File: src/rtl/lcd_req_arbiter.sv
// lcd_req_arbiter: round-robin arbiter in front of one character-LCD controller.
// Each requester offers a 10-bit {rs, rw, data[7:0]} word. One winner is issued
// with a single-cycle lcd_enable pulse. Issues then pause for a settle window and
// until the controller is no longer busy.
// Optional build macro LCD_ARB_PRIO0_EN: requester 0 gets fixed top priority, and
// round-robin runs only over requesters 1..NREQ-1.
module lcd_req_arbiter #(
    parameter int NREQ       = 4,
    parameter int GAP_CYCLES = 110
) (
    input  logic                 clk,
    input  logic                 rst,
    input  logic [NREQ-1:0]      req,
    input  logic [10*NREQ-1:0]   req_bus,
    input  logic                 lcd_busy,
    output logic [NREQ-1:0]      gnt,
    output logic [2:0]           grant_id,
    output logic                 lcd_enable,
    output logic [9:0]           lcd_bus,
    output logic                 arb_busy
);

    localparam int CW = (GAP_CYCLES < 2) ? 1 : $clog2(GAP_CYCLES + 1);
    localparam logic [CW-1:0] CNT_MAX = CW'(GAP_CYCLES - 1);
    localparam logic [2:0]    LAST_RST = 3'(NREQ - 1);

    typedef enum logic [1:0] {
        ST_IDLE  = 2'd0,
        ST_ISSUE = 2'd1,
        ST_WAIT  = 2'd2
    } state_t;

    state_t            state_r, state_nxt_s;
    logic [CW-1:0]     cnt_r, cnt_nxt_s;
    logic [2:0]        last_r, last_nxt_s;
    logic [NREQ-1:0]   gnt_r, gnt_nxt_s;
    logic [2:0]        grant_id_r, grant_id_nxt_s;
    logic              lcd_enable_r, lcd_enable_nxt_s;
    logic [9:0]        lcd_bus_r, lcd_bus_nxt_s;
    logic              arb_busy_r, arb_busy_nxt_s;

    logic [NREQ-1:0]   cand_req_s;
    logic              hi_found_s, lo_found_s, win_found_s;
    logic [2:0]        hi_idx_s, lo_idx_s, win_idx_s;
    logic [9:0]        win_word_s;

    // Rotating-priority search: first candidate above last, else first at or below it.
    always_comb begin
        cand_req_s  = req;
`ifdef LCD_ARB_PRIO0_EN
        cand_req_s[0] = 1'b0;
`endif
        hi_found_s  = 1'b0;
        lo_found_s  = 1'b0;
        hi_idx_s    = 3'd0;
        lo_idx_s    = 3'd0;
        for (int i = 0; i < NREQ; i++) begin
            if (cand_req_s[i] && (3'(i) > last_r) && !hi_found_s) begin
                hi_found_s = 1'b1;
                hi_idx_s   = 3'(i);
            end else if (cand_req_s[i] && (3'(i) <= last_r) && !lo_found_s) begin
                lo_found_s = 1'b1;
                lo_idx_s   = 3'(i);
            end else begin
                hi_found_s = hi_found_s;
            end
        end
        win_found_s = hi_found_s | lo_found_s;
        win_idx_s   = hi_found_s ? hi_idx_s : lo_idx_s;
`ifdef LCD_ARB_PRIO0_EN
        if (req[0]) begin
            win_found_s = 1'b1;
            win_idx_s   = 3'd0;
        end else begin
            win_found_s = hi_found_s | lo_found_s;
        end
`endif
    end

    // Mux out the winner's word; only the winner's slice of req_bus is used.
    always_comb begin
        win_word_s = 10'd0;
        for (int i = 0; i < NREQ; i++) begin
            if (3'(i) == win_idx_s) begin
                win_word_s = req_bus[i*10 +: 10];
            end else begin
                win_word_s = win_word_s;
            end
        end
    end

    // Next-state and next-output logic for the IDLE/ISSUE/WAIT sequencer.
    always_comb begin
        state_nxt_s      = state_r;
        cnt_nxt_s        = cnt_r;
        last_nxt_s       = last_r;
        gnt_nxt_s        = '0;
        grant_id_nxt_s   = grant_id_r;
        lcd_enable_nxt_s = 1'b0;
        lcd_bus_nxt_s    = lcd_bus_r;
        case (state_r)
            ST_IDLE: begin
                if (win_found_s && !lcd_busy) begin
                    state_nxt_s      = ST_ISSUE;
                    gnt_nxt_s        = {{(NREQ-1){1'b0}}, 1'b1} << win_idx_s;
                    grant_id_nxt_s   = win_idx_s;
                    lcd_enable_nxt_s = 1'b1;
                    lcd_bus_nxt_s    = win_word_s;
`ifdef LCD_ARB_PRIO0_EN
                    if (win_idx_s != 3'd0) begin
                        last_nxt_s = win_idx_s;
                    end else begin
                        last_nxt_s = last_r;
                    end
`else
                    last_nxt_s       = win_idx_s;
`endif
                end else begin
                    state_nxt_s = ST_IDLE;
                end
            end
            ST_ISSUE: begin
                state_nxt_s = ST_WAIT;
                cnt_nxt_s   = '0;
            end
            ST_WAIT: begin
                if ((cnt_r == CNT_MAX) && !lcd_busy) begin
                    state_nxt_s = ST_IDLE;
                end else if (cnt_r != CNT_MAX) begin
                    state_nxt_s = ST_WAIT;
                    cnt_nxt_s   = cnt_r + CW'(1);
                end else begin
                    state_nxt_s = ST_WAIT;
                    cnt_nxt_s   = cnt_r;
                end
            end
            default: begin
                state_nxt_s = ST_IDLE;
                cnt_nxt_s   = '0;
            end
        endcase
        arb_busy_nxt_s = (state_nxt_s != ST_IDLE);
    end

    // State, counter, round-robin pointer and registered outputs.
    always_ff @(posedge clk) begin
        if (rst) begin
            state_r      <= ST_IDLE;
            cnt_r        <= '0;
            last_r       <= LAST_RST;
            gnt_r        <= '0;
            grant_id_r   <= 3'd0;
            lcd_enable_r <= 1'b0;
            lcd_bus_r    <= 10'd0;
            arb_busy_r   <= 1'b0;
        end else begin
            state_r      <= state_nxt_s;
            cnt_r        <= cnt_nxt_s;
            last_r       <= last_nxt_s;
            gnt_r        <= gnt_nxt_s;
            grant_id_r   <= grant_id_nxt_s;
            lcd_enable_r <= lcd_enable_nxt_s;
            lcd_bus_r    <= lcd_bus_nxt_s;
            arb_busy_r   <= arb_busy_nxt_s;
        end
    end

    assign gnt        = gnt_r;
    assign grant_id   = grant_id_r;
    assign lcd_enable = lcd_enable_r;
    assign lcd_bus    = lcd_bus_r;
    assign arb_busy   = arb_busy_r;

endmodule

File: config.mk
export PLATFORM = sky130hd
export DESIGN_NAME = lcd_req_arbiter
export DESIGN_NICKNAME = d
export VERILOG_FILES = /design/src/rtl/lcd_req_arbiter.sv
export SDC_FILE = /design/constraint.sdc
export NUM_CORES = 1
export LEC_CHECK = 0
export BUFFER_PORTS_ARGS = -buffer_cell sky130_fd_sc_hd__clkbuf_2
export CORE_ASPECT_RATIO = 0.8
export CORE_MARGIN = 2
export CORE_UTILIZATION = 51
export CTS_BUF_LIST = sky130_fd_sc_hd__clkbuf_8 sky130_fd_sc_hd__clkbuf_16
export CTS_CLUSTER_DIAMETER = 60
export DETAILED_ROUTE_END_ITERATION = 16
export GPL_TIMING_DRIVEN = 1
export PLACE_DENSITY = 0.84
export RECOVER_POWER = 100
export SETUP_SLACK_MARGIN = 0.1
export SLEW_MARGIN = 20
export SYNTH_ARGS = -nofsm -noshare
export SYNTH_HDL_FRONTEND = slang
export SYNTH_SLANG_ARGS = --single-unit
File: constraint.sdc
create_clock -name clk -period 4.6 [get_ports clk]
set_input_delay 0.46 -clock clk [delete_from_list [all_inputs] [get_ports clk]]
set_output_delay 0.46 -clock clk [all_outputs]
set_load 0.1 [all_outputs]
Word level (Yosys, flattened, before mapping)
Cells that the tools add are included.
{ "totals": {"word_cells": 93, "ff_bits": 31, "out_inout_bits": 19, "input_bits": 47} }
{ "op_classes": {"shift": 1, "n_reduce_logical": 30, "magnitude_cmp": 8, "addsub": 1, "muxes": 33, "bitwise_logic": 3, "eq_ne": 9} }
{ "op_table": {"columns": ["op", "n"], "rows": [
  ["2-to-1 mux 10 bit", 4],
  ["2-to-1 mux 3 bit", 7],
  ["2-to-1 mux 1 bit", 17],
  ["logical AND 1 bit", 16],
  ["2-to-1 mux 7 bit", 2],
  ["one-hot mux 7 bit (2 select lines)", 1],
  ["adder 7 x 1 -> 7 bit, second input constant", 1],
  ["== test 7 bit, second input constant", 1],
  ["zero test 1 bit", 7],
  ["!= test 7 bit, second input constant", 1],
  ["== test 2 x 3 -> 1 bit, first input constant", 2],
  ["greater-than comparator 1 x 3 -> 1 bit, first input constant", 2],
  ["greater-than comparator 2 x 3 -> 1 bit, first input constant", 2],
  ["<= comparator 1 x 3 -> 1 bit, first input constant", 2],
  ["<= comparator 2 x 3 -> 1 bit, first input constant", 2],
  ["one-hot mux 2 bit (3 select lines)", 1],
  ["!= test 2 bit, second input constant", 2],
  ["<< shifter 1 x 3 -> 4 bit, first input constant", 1],
  ["== test 1 x 3 -> 1 bit, first input constant", 1],
  ["zero test 3 bit", 1],
  ["AND reduction 3 bit", 1],
  ["OR reduction 3 bit", 1],
  ["== test 2 x 1 -> 1 bit, second input constant", 1],
  ["== test 2 bit, second input constant", 1],
  ["7 further kinds", 8]
]} }

Logic depth before layout (Yosys ltp)
{ "depth": {"word_depth": 22, "ltp_mapped": 8, "depth_no_buf": 7} }

Least setup slack after synthesis
Ideal clock, no wire load.
{ "synth_timing": {"path_type": "input -> register", "startpoint": "input port req[2]", "endpoint": "register lcd_bus_r[8] (netlist: lcd_bus[8])", "arrival_ns": 1.651, "n_path_buf": 1, "path_stages": 6, "slack_ns": 2.830, "required_ns": 4.481, "setup_time_ns": 0.119, "path_cell_list": "buf_4 or3_1 o311ai_2 nand2_2 o21a_1 a32o_1"} }
{ "synth_between": {"elab_chain_cells": 14, "elab_cells_between_ends": 32, "classes_between": "3 x eq/ne; 17 x mux; 1 x bitwise; 11 x reduce/logical"} }
{ "synth_rtl": {"columns": ["element", "line", "text"], "rows": [
  ["start, declared", "13", "input logic [NREQ-1:0] req,"],
  ["logical AND 1 bit (2 in a row)", "61", "end else if (cand_req_s[i] && (3'(i) <= last_r) && !lo_found_s) begin"],
  ["2-to-1 mux 1 bit", "61", null],
  ["2-to-1 mux 1 bit", "58", "if (cand_req_s[i] && (3'(i) > last_r) && !hi_found_s) begin"],
  ["zero test 1 bit", "61", null],
  ["logical AND 1 bit", "61", null],
  ["2-to-1 mux 3 bit", "61", null],
  ["2-to-1 mux 3 bit", "58", null],
  ["2-to-1 mux 3 bit", "69", "win_idx_s = hi_found_s ? hi_idx_s : lo_idx_s;"],
  ["zero test 3 bit", "84", "if (3'(i) == win_idx_s) begin"],
  ["2-to-1 mux 10 bit (4 in a row)", "84", null],
  ["end signal, assigned", "163", "lcd_bus_r <= lcd_bus_nxt_s;"],
  ["end, declared", "39", "logic [9:0] lcd_bus_r, lcd_bus_nxt_s;"]
]} }
Several ways; a longest one is shown, not always the timed one.
A chain may end at the register's enable or synchronous reset.

Worst setup path after layout
{ "layout_timing": {"startpoint": "input port req[2]", "endpoint": "register lcd_bus_r[0] (netlist: lcd_bus[0])"} }
Same word-level chain as after synthesis.

==> results.md <==
* Post-synth top area cell: dfxtp_1
* Area of the mapped netlist at 0.00161 mm²
* Fmax at 406 MHz
* Hold WS at 0.462 ns
* Highest metal layer with signal wires: met4
* Wire length the detailed router placed on met1 at 1880 µm
* Reg-to-reg endpoint: lcd_bus[0]
* Die Y-Extent at 54.3 µm
* Endpoints failing hold at 0
* Fraction of layout cells with a size suffix above 1 at 25.2%
* EDFF count, synth at 0
* Die Width at 66.8 µm
* Clock buffer count from CTS at 5
* Overall power after layout at 0.000722 W
* Net switching power figure at 0.000278 W
* Internal Pwr Total at 0.000444 W
* Largest family of logic cells by synthesized area: compound AO/OA/AOI/OAI gates
* Multiplexer share of the synthesized area at 0%
* Antenna cells at 0
* Maximum Capacitance Violations at 0
* Count of buffers added by post-CTS timing repair for setup at 0
* Number of max-slew violations in the final report at 0
* Worst Hold Endpoint: lcd_bus[9]
* Number of flip-flops and latches in the synthesized netlist at 29
* Predominant post-synthesis flop cell: dfxtp_1
* Portion of total power attributed to sequential cells at 39.7%
* Class of the tightest hold or removal check: flop to flop
* Iteration-0 DRC Markers at 96
* Post-synthesis xor/xnor area fraction at 2.72%
* Fraction of registers with async set/reset at 0%
* Antenna violations before repair at 0
* Avg Vias per Cell at 5.63
* Clock Pin Slew Worst Setup and Hold Paths at 0.06 ns
* Number of nets at the end of the flow at 287
* Post_cts resized at 0
* Grt ovf at 0
* Synth Area in Compound Gates at 31.3%
* Fraction of post-synthesis cell area in the top cell type by area at 36.1%
* Final Cycle Share at 53.6%
* Maximum number of buffers from clock root to sink at 2
* Combined global-route utilization of all metal layers at 23.4%
* Vias at 1564
* Critical Setup Path Class: input pin to flop
* Outcome: completed
* Top cells by area, synth: dfxtp_1 36%, nor2_1 4.0%, a211oi_1 3.7%
* Kind of capture point of the worst setup path: flop
* Syn Nets at 230
* Arrival time of the worst setup path at 2.65 ns
* Initial DRT Pass Iterations at 4
* Critical path peak fanout at 15
* Data required time of the worst path at 4.79 ns
* Power per cell area at 376 mW/mm²
* Post-route non-filler standard cell count at 278
* Area share of fa/ha/maj cells after synthesis at 1.55%
* Area of the die at 0.00363 mm²
* WL/cell at 14.2 µm
* Placed Cells incl. Taps at 271
* Sum of net half-perimeters after detailed placement at 3030 µm
* Final Cell Area at 0.00192 mm²
* Worst hold path stage count at 2
* Sequential cell area fraction in the yosys report at 36.1%
* Cts hold-fix bufs at 0
* Io pins at 66
* Pleak at 0.779 nW
* Top library cells by usage in the layout, fill and taps aside: 45 x clkbuf_2, 29 x dfxtp_1, 19 x clkbuf_1
* Total setup violations reported at the end of the flow at 0
* Routed wl met2 at 1730 µm
* Share of total power consumed by net switching at 38.5%
* Met3 wire length at 292 µm
* Max rail drop VDD at 233 µV
* Worst slew slack as a fraction of its limit at 21.4%
* First-pass GRT wire length at 6310 µm
* YS warnings at 0
* Transition time at the pin with the least slew margin at 1.18 ns
* Critical path startpoint category: input pin
* Routed Wire Length at 3940 µm
* RR Startpoint: state_r[0]
* Number of buffer cells added on primary ports at 64
* Final worst clock skew at 0.00468 ns
* Total cell area at the placement stage at 0.00188 mm²
* Core Box Area at 0.00304 mm²
* Simple-gate share of the synthesized area at 20.3%
* Total number of placement rows at 18
* Clock Tree Root: clkbuf_8
* Clk Latency, worst-skew pair at 0.27 ns
* Number of global-route vias before repair at 1395
* Setup Total Neg Slack at 0 ns
* Number of remaining DRC errors at 0
* TritonCTS clock tree: yes
* Mean Syn Cell Area at 8.90 µm²
* Cells after synthesis at 181
* Antenna Violating Nets Remaining at 0
* R2r worst-path depth at 4
* Setup repair after global routing missed its margin: no
* Relative contribution of combinational cells to total power at 32.5%
* Distinct cells, synth at 53
* Part of the power in the clock network at 27.8%
* Worst min-delay path startpoint: lcd_bus[9]
* Most common cell after layout, fill and taps aside: clkbuf_2
* Last weighted congestion value of the routability-driven placer at 0.800
* Area growth from synthesis to layout at 19.3%
* Final critical delay including setup and external delays at 2.46 ns
* Initial Utilization at 53.0%
* Number of levels the H-tree was split into at 2
* Sink count of the clock tree at 29
* Largest net degree at the start of global routing at 21
* Flop-to-flop setup slack at 2.32 ns
[worst max-delay path: stages]
cell	delay, ns
clkbuf_1	0.34
nor4_1	0.14
or4_1	0.68
nor2_1	0.57
o221ai_1	0.26
o21ai_0	0.20
[sequential cells by signal, indices dropped and copies added, names as in the netlist]
name,cells
grant_id,2
cnt_r,7
last_r,2
lcd_enable,1
lcd_bus,10
arb_busy,1
state_r,2
gnt,4
[synthesized netlist by cell type, types with 2 or more instances]
cell / number
nor4_1: 2
buf_4: 2
xor2_1: 4
o21ai_0: 6
o32ai_1: 2
a221oi_1: 3
nand2b_1: 3
buf_2: 5
inv_1: 5
buf_6: 5
o221ai_1: 6
a211o_1: 2
nand3b_1: 6
or3_1: 2
a211oi_1: 8
ha_1: 2
o21a_1: 3
a21oi_1: 6
a22o_1: 2
clkbuf_1: 3
a21boi_0: 7
o21ai_1: 11
nor2_1: 17
nand2_1: 6
nor3_1: 5
dfxtp_1: 29
and2_1: 3
[routing by layer]
| layer | vias up | global-route usage [%] |
|---|---|---|
| met5 | - | 0 |
| met4 | 0 | 6.12 |
| met3 | 7 | 6.17 |
| met2 | 65 | 37.5 |
| met1 | 704 | 31.6 |
| li1 | 788 | - |
[worst max-delay path by stage]
stage | from | to | slack (ns)
3_5_place_dp | req[3] | lcd_bus[0] | 2.47
3_3_place_gp | req[3] | lcd_bus[8] | 2.50
2_1_floorplan | req[2] | lcd_bus[8] | 2.83
4_1_cts | last_r[1] | lcd_bus[8] | 2.63
5_1_grt | req[2] | lcd_bus[0] | 1.89
6_report | req[2] | lcd_bus[0] | 2.14
[power by group through the flow]
stage / Combinational [W] / Clock, W / Sequential [W]
2_1_floorplan: 0.000102 / 0 / 0.000386
3_3_place_gp: 0.000240 / 0 / 0.000291
3_5_place_dp: 0.000242 / 0 / 0.000292
4_1_cts: 0.000242 / 0.000207 / 0.000286
5_1_grt: 0.000250 / 0.000218 / 0.000289
6_report: 0.000235 / 0.000201 / 0.000287
[stage by stage]
stage          utilization (%)  worst slack, ns
4_1_cts                   64.7             2.63
3_3_place_gp              61.9             2.50
2_1_floorplan                -             2.83
3_5_place_dp              61.9             2.47
6_report                  63.2             2.14
5_1_grt                   63.2             1.89
[final cells by class]
class | instances | area, µm²
flip-flops and latches | 29 | 581
clock buffers | 6 | 82.6
fillers | 301 | 1120
clock inverters | 1 | 3.75
inverters | 5 | 18.8
well taps | 40 | 50.0
repair buffers | 65 | 304
multi-input cells | 132 | 881
[kinds of logic after synthesis]
kind of cell | after synthesis
other cells | 1
flops | 29
xor+xnor | 5
buf+inv | 20
fa+ha+maj | 2
simple gates | 55
compound gates | 69
(Power assumes the default switching activity.)
